[src/rtl/bootloader_pkg.sv]
// rtl/bootloader_pkg.sv - shared opcodes, length width and sequencer state encoding
package bootloader_pkg;

    localparam logic [7:0] OP_BOOT = 8'h00;
    localparam logic [7:0] OP_XFER = 8'h01;
    localparam int         LEN_W   = 16;

    typedef enum logic [3:0] {
        ST_IDLE,
        ST_LEN0,
        ST_LEN1,
        ST_LEN2,
        ST_LEN3,
        ST_SETUP,
        ST_WRITE,
        ST_READ,
        ST_HOLD,
        ST_ABORT,
        ST_BOOTED
    } state_t;

endpackage

[src/rtl/spi_bridge_seq.sv]
// rtl/spi_bridge_seq.sv - UART command parser driving the flash SPI byte engine and chip-select
import bootloader_pkg::*;

module spi_bridge_seq #(
    parameter int CS_GUARD = 2
) (
    input  logic       clk,
    input  logic       rst,
    input  logic [7:0] rx_data,
    input  logic       rx_valid,
    input  logic       rx_break,
    output logic [7:0] tx_data,
    output logic       tx_valid,
    input  logic       tx_ready,
    output logic       spi_start,
    output logic [7:0] spi_wdata,
    input  logic       spi_busy,
    input  logic       spi_done,
    input  logic [7:0] spi_rdata,
    output logic       spi_cs_n,
    output logic       boot,
    output logic       overrun,
    output logic       active
);

    localparam int            GW         = $clog2(CS_GUARD + 1);
    localparam logic [GW-1:0] GUARD_LAST = GW'(CS_GUARD - 1);

    state_t             state;
    logic [LEN_W-1:0]   tx_len;
    logic [LEN_W-1:0]   rx_len;
    logic [GW-1:0]      guard_cnt;
    logic [7:0]         slot_data;
    logic               slot_valid;
    // An SPI byte has been launched and its spi_done has not come back yet;
    // covers the cycle(s) before the engine raises spi_busy.
    logic               inflight;

    logic               byte_ok;
    logic               break_hit;
    logic               write_fire;
    logic               read_fire;

    // Decode strobes: a break always beats a byte arriving in the same cycle.
    always_comb begin
        byte_ok    = rx_valid && !rx_break;
        break_hit  = rx_break && (state inside {ST_LEN0, ST_LEN1, ST_LEN2, ST_LEN3,
                                                ST_SETUP, ST_WRITE, ST_READ, ST_HOLD});
        write_fire = (state == ST_WRITE) && slot_valid && !spi_busy && !inflight;
        read_fire  = (state == ST_READ) && !tx_valid && !spi_busy && !inflight;
    end

    assign active = (state != ST_IDLE);

    // Command sequencer: header parsing, CS windowing, byte pumping and break recovery.
    always_ff @(posedge clk or posedge rst) begin
        if (rst) begin
            state      <= ST_IDLE;
            tx_len     <= '0;
            rx_len     <= '0;
            guard_cnt  <= '0;
            slot_data  <= '0;
            slot_valid <= 1'b0;
            inflight   <= 1'b0;
            tx_data    <= '0;
            tx_valid   <= 1'b0;
            spi_start  <= 1'b0;
            spi_wdata  <= '0;
            spi_cs_n   <= 1'b1;
            boot       <= 1'b0;
            overrun    <= 1'b0;
        end else begin
            spi_start <= 1'b0;
            if (tx_valid && tx_ready) begin
                tx_valid <= 1'b0;
            end
            if (spi_done) begin
                inflight <= 1'b0;
            end

            if (break_hit) begin
                slot_valid <= 1'b0;
                tx_len     <= '0;
                rx_len     <= '0;
                guard_cnt  <= '0;
                // A byte still on the wire must finish before CS may rise.
                if ((spi_busy || inflight) && !spi_done) begin
                    state <= ST_ABORT;
                end else begin
                    spi_cs_n <= 1'b1;
                    state    <= ST_IDLE;
                end
            end else begin
                case (state)
                    ST_IDLE: begin
                        if (byte_ok) begin
                            if (rx_data == OP_BOOT) begin
                                boot  <= 1'b1;
                                state <= ST_BOOTED;
                            end else if (rx_data == OP_XFER) begin
                                state <= ST_LEN0;
                            end
                        end
                    end

                    ST_LEN0: begin
                        if (byte_ok) begin
                            tx_len[7:0] <= rx_data;
                            state       <= ST_LEN1;
                        end
                    end

                    ST_LEN1: begin
                        if (byte_ok) begin
                            tx_len[15:8] <= rx_data;
                            state        <= ST_LEN2;
                        end
                    end

                    ST_LEN2: begin
                        if (byte_ok) begin
                            rx_len[7:0] <= rx_data;
                            state       <= ST_LEN3;
                        end
                    end

                    ST_LEN3: begin
                        if (byte_ok) begin
                            rx_len[15:8] <= rx_data;
                            if ((tx_len == '0) && ({rx_data, rx_len[7:0]} == 16'h0000)) begin
                                state <= ST_IDLE;
                            end else begin
                                spi_cs_n  <= 1'b0;
                                guard_cnt <= '0;
                                state     <= ST_SETUP;
                            end
                        end
                    end

                    ST_SETUP: begin
                        // The host may already be streaming payload during the guard time.
                        if (byte_ok && (tx_len != '0)) begin
                            if (slot_valid) begin
                                overrun <= 1'b1;
                            end else begin
                                slot_data  <= rx_data;
                                slot_valid <= 1'b1;
                            end
                        end
                        if (guard_cnt == GUARD_LAST) begin
                            guard_cnt <= '0;
                            state     <= (tx_len == '0) ? ST_READ : ST_WRITE;
                        end else begin
                            guard_cnt <= guard_cnt + GW'(1);
                        end
                    end

                    ST_WRITE: begin
                        if (write_fire) begin
                            spi_start <= 1'b1;
                            spi_wdata <= slot_data;
                            inflight  <= 1'b1;
                        end
                        // A byte landing in the same cycle the slot drains is accepted.
                        if (byte_ok) begin
                            if (slot_valid && !write_fire) begin
                                overrun <= 1'b1;
                            end else begin
                                slot_data  <= rx_data;
                                slot_valid <= 1'b1;
                            end
                        end else if (write_fire) begin
                            slot_valid <= 1'b0;
                        end
                        if (spi_done && (tx_len != '0)) begin
                            tx_len <= tx_len - LEN_W'(1);
                            if (tx_len == LEN_W'(1)) begin
                                slot_valid <= 1'b0;
                                guard_cnt  <= '0;
                                state      <= (rx_len == '0) ? ST_HOLD : ST_READ;
                            end
                        end
                    end

                    ST_READ: begin
                        if (read_fire) begin
                            spi_start <= 1'b1;
                            spi_wdata <= 8'h00;
                            inflight  <= 1'b1;
                        end
                        if (spi_done && (rx_len != '0)) begin
                            tx_data  <= spi_rdata;
                            tx_valid <= 1'b1;
                            rx_len   <= rx_len - LEN_W'(1);
                            if (rx_len == LEN_W'(1)) begin
                                guard_cnt <= '0;
                                state     <= ST_HOLD;
                            end
                        end
                    end

                    ST_HOLD: begin
                        if (guard_cnt == GUARD_LAST) begin
                            guard_cnt <= '0;
                            spi_cs_n  <= 1'b1;
                            state     <= ST_IDLE;
                        end else begin
                            guard_cnt <= guard_cnt + GW'(1);
                        end
                    end

                    ST_ABORT: begin
                        if (spi_done) begin
                            spi_cs_n <= 1'b1;
                            state    <= ST_IDLE;
                        end
                    end

                    ST_BOOTED: begin
                        spi_cs_n <= 1'b1;
                    end

                    default: begin
                        spi_cs_n <= 1'b1;
                        state    <= ST_IDLE;
                    end
                endcase
            end
        end
    end

endmodule

[config.mk]
export PLATFORM = sky130hd
export DESIGN_NAME = spi_bridge_seq
export DESIGN_NICKNAME = d
export VERILOG_FILES = /design/src/rtl/bootloader_pkg.sv /design/src/rtl/spi_bridge_seq.sv
export SDC_FILE = /design/constraint.sdc
export NUM_CORES = 1
export LEC_CHECK = 0
export CAP_MARGIN = 30
export CORE_MARGIN = 2
export CORE_UTILIZATION = 50
export CTS_BUF_LIST = sky130_fd_sc_hd__clkbuf_16
export DETAILED_ROUTE_END_ITERATION = 10
export PLACE_DENSITY = 0.82
export RECOVER_POWER = 100
export SLEW_MARGIN = 20
export SYNTH_ARGS = -nofsm -noshare
export SYNTH_HDL_FRONTEND = slang
export SYNTH_SLANG_ARGS = --single-unit
[constraint.sdc]
create_clock -name clk -period 6.9 [get_ports clk]
set_clock_uncertainty 0.2 [all_clocks]
set_input_delay 1.38 -clock clk [delete_from_list [all_inputs] [get_ports clk]]
set_output_delay 1.38 -clock clk [all_outputs]
set_load 0.05 [all_outputs]
==> flow_summary.json <==
{
  "ys_ff_latch": 69,
  "hpwl_um": 7820,
  "drive_gt1_share_pct": 6.90,
  "die_h_um": 95.4,
  "swShare_pct": 43.7,
  "fp.dieArea_um2": 9100,
  "drt_pre_antenna_iters": 5,
  "ys_seq_area_share_pct": 41.3,
  "clock_latency_ns": 0.34,
  "post_drt_wl_per_cell_um": 18.5,
  "worstHoldPathCells": 1,
  "fin_setup_tns_ns": 0,
  "syn_area_um2": 4180,
  "antenna_found_initial": 0,
  "yosysUniqueCellTypes": 59,
  "grt_pass1_vias": 3786,
  "htreeDepth": 3,
  "drv_slew": 0,
  "ys.flop_type": "dfrtp_1",
  "drv_cap": 0,
  "area_delta_synth_final_pct": 19.1,
  "vias": 3996,
  "synth_warnings": 0,
  "p_switching_uw": 947,
  "drt_iter0_drc": 609,
  "grt_usage_pct": 26.9,
  "p_per_area_nw_per_um2": 435,
  "routed_wl_um": 11600,
  "power_mw": 2.17,
  "min_period_over_period_pct": 59.9,
  "postSynthCellCount": 485,
  "cts_tree": "yes",
  "ir_drop_v": 0.000210,
  "grt_pass1_wl_um": 18900,
  "p_int_mw": 1.22,
  "regToRegSetupSlack_ns": 3.49,
  "cts_sinks": 69,
  "min_to": "boot",
  "min_period_ns": 4.13,
  "ctsHoldBuffers": 0,
  "placedInstanceArea_um2": 4650,
  "synth-edff-count": 0,
  "die_w_um": 95.4,
  "max_slew_margin_pct": 16.7,
  "critPathLaunchType": "flop",
  "status": "complete, no violations",
  "cp-end-kind": "primary output",
  "cts_buffer_depth": 2,
  "rows": 33,
  "vias_per_cell": 6.37,
  "nFillCells": 681,
  "ant_nets": 0,
  "hp-class": "flop to flop",
  "finalHoldViolCount": 0,
  "rsz0062_at_grt": "false",
  "clock.fmax_ghz": 0.242,
  "cts_setup_buffers": 0,
  "r2r_start": "state[0]",
  "boundaryPins": 45,
  "nets": 545,
  "worstSetupPathType": "flop to primary output",
  "p_seq_share_pct": 34.6,
  "holdCritStartpoint": "boot",
  "clockRootBuffer": "clkbuf_16",
  "place_inst": 609,
  "core_area_um2": 8180,
  "initial_utilization_pct": 51.1,
  "cp.required_ns": 5.32,
  "final_cell_mix": "o21ai_0, dfrtp_1, nor2_1, nand2_1, a21oi_1",
  "setup_violations": 0,
  "grt_max_degree": 70,
  "p_leak_nw": 2.16,
  "cts_made_buffers": 9,
  "syn_nets": 513,
  "worstMarginPinSlew_ns": 1.25,
  "finalInstanceArea_um2": 4980,
  "grt-ovfl-total": 0,
  "combPwrFrac_pct": 42.3,
  "n_antenna_cell": 0,
  "power_frac_clock_pct": 23.1,
  "fin_util_pct": 60.9,
  "clk_pin_slew_worst_paths_ns": 0.06,
  "gp_congestion": 0.927,
  "final_common_cell": "o21ai_0",
  "reg2reg_depth": 5,
  "synth_async_sr_flop_share_pct": 100,
  "post_cts_resized": 0,
  "rr_endpoint": "tx_data[2]",
  "avgSynthCellArea_um2": 8.62,
  "cp.arrival_ns": 2.55,
  "numPortBuffers": 44,
  "cp_max_fo": 26,
  "fin_cells": 627,
  "drc": 0
}
worst max-delay path, stage by stage (launching register included):
cell           delay (ns)
dfrtp_1              0.65
or4_1                0.74
dlygate4sd3_1        0.82
layer usage:
| metal | global-route usage (%) | vias up | wire length, µm |
|---|---|---|---|
| met5 | 0 | - | 0 |
| met3 | 6.17 | 35 | 1070 |
| li1 | - | 1845 | - |
| met4 | 8.57 | 0 | 285 |
| met2 | 43.6 | 208 | 5600 |
| met1 | 35.9 | 1908 | 4610 |
logic make-up after synthesis:
logic type,after synthesis,share of synthesized area (%)
buf+inv,44,4.55
fa+ha+maj,5,1.50
flops,69,41.3
mux,23,6.35
compound gates,165,24.0
simple gates,179,22.2
state kept, by name, summed over array words and instances (netlist names):
name	cells
rx_len	16
boot	1
tx_valid	1
tx_len	16
slot_data	8
state	4
guard_cnt	2
spi_cs_n	1
spi_start	1
slot_valid	1
overrun	1
inflight	1
tx_data	8
spi_wdata	8
cell usage after synthesis, types with 3 or more instances:
library cell / instances / area (µm²)
mux2_2: 4 / 45.0
and3_1: 6 / 37.5
o22a_1: 6 / 52.6
o22ai_1: 3 / 18.8
a22oi_1: 7 / 52.6
nand4_1: 4 / 25.0
mux2i_1: 4 / 40.0
a211oi_1: 4 / 30.0
or4_1: 3 / 22.5
mux2_4: 3 / 45.0
mux2_1: 12 / 135
buf_4: 5 / 37.5
a21o_1: 4 / 30.0
nor3_1: 23 / 115
dfrtp_1: 68 / 1700
clkbuf_1: 18 / 67.6
or4_4: 3 / 33.8
o2bb2ai_1: 6 / 52.6
nand2_1: 45 / 169
inv_1: 16 / 60.1
nor3b_1: 6 / 45.0
nor2_1: 47 / 176
nand2b_1: 5 / 31.3
a31oi_1: 6 / 37.5
nor2b_1: 5 / 31.3
a21oi_1: 39 / 195
nand3_1: 7 / 35.0
nor4_1: 11 / 68.8
o21ai_0: 71 / 355
buf_2: 5 / 25.0
ha_1: 5 / 62.6
stage by stage:
| step | hold WS (ns) | setup WS, ns |
|---|---|---|
| 2_1_floorplan | 0.258 | 3.58 |
| 3_3_place_gp | 0.244 | 2.70 |
| 3_5_place_dp | 0.248 | 2.61 |
| 4_1_cts | 0.261 | 2.87 |
| 5_1_grt | 0.274 | 2.63 |
| 6_report | 0.254 | 2.77 |
power groups by stage:
stage	Combinational, mW	Sequential, mW	Clock, mW
after floorplan	0.678	0.754	0
after global placement	0.898	0.740	0
after detailed placement	0.925	0.750	0
after CTS	0.934	0.744	0.505
after global routing	1.01	0.775	0.522
final	0.916	0.750	0.500
layout make-up:
type | count | area [µm²] | area share, %
clock inverter | 7 | 98.8 | 1.99
inverter | 16 | 60.1 | 1.21
sequential | 69 | 1730 | 34.7
clock buffer | 9 | 225 | 4.52
timing repair buffer | 49 | 490 | 9.85
tap | 105 | 131 | 2.64
multi-input combinational | 372 | 2240 | 45.1
worst max path at each step:
stage,start,to,slack [ns],cells after the start
after CTS,state[2],active,2.87,2
after global routing,rx_break,tx_len[4],2.63,7
after floorplan,rst,boot,3.58,1
after global placement,rx_break,rx_len[4],2.70,6
after detailed placement,rx_break,rx_len[0],2.61,6
final,state[2],active,2.77,2
Note: power is estimated with default switching activity, not from simulation.
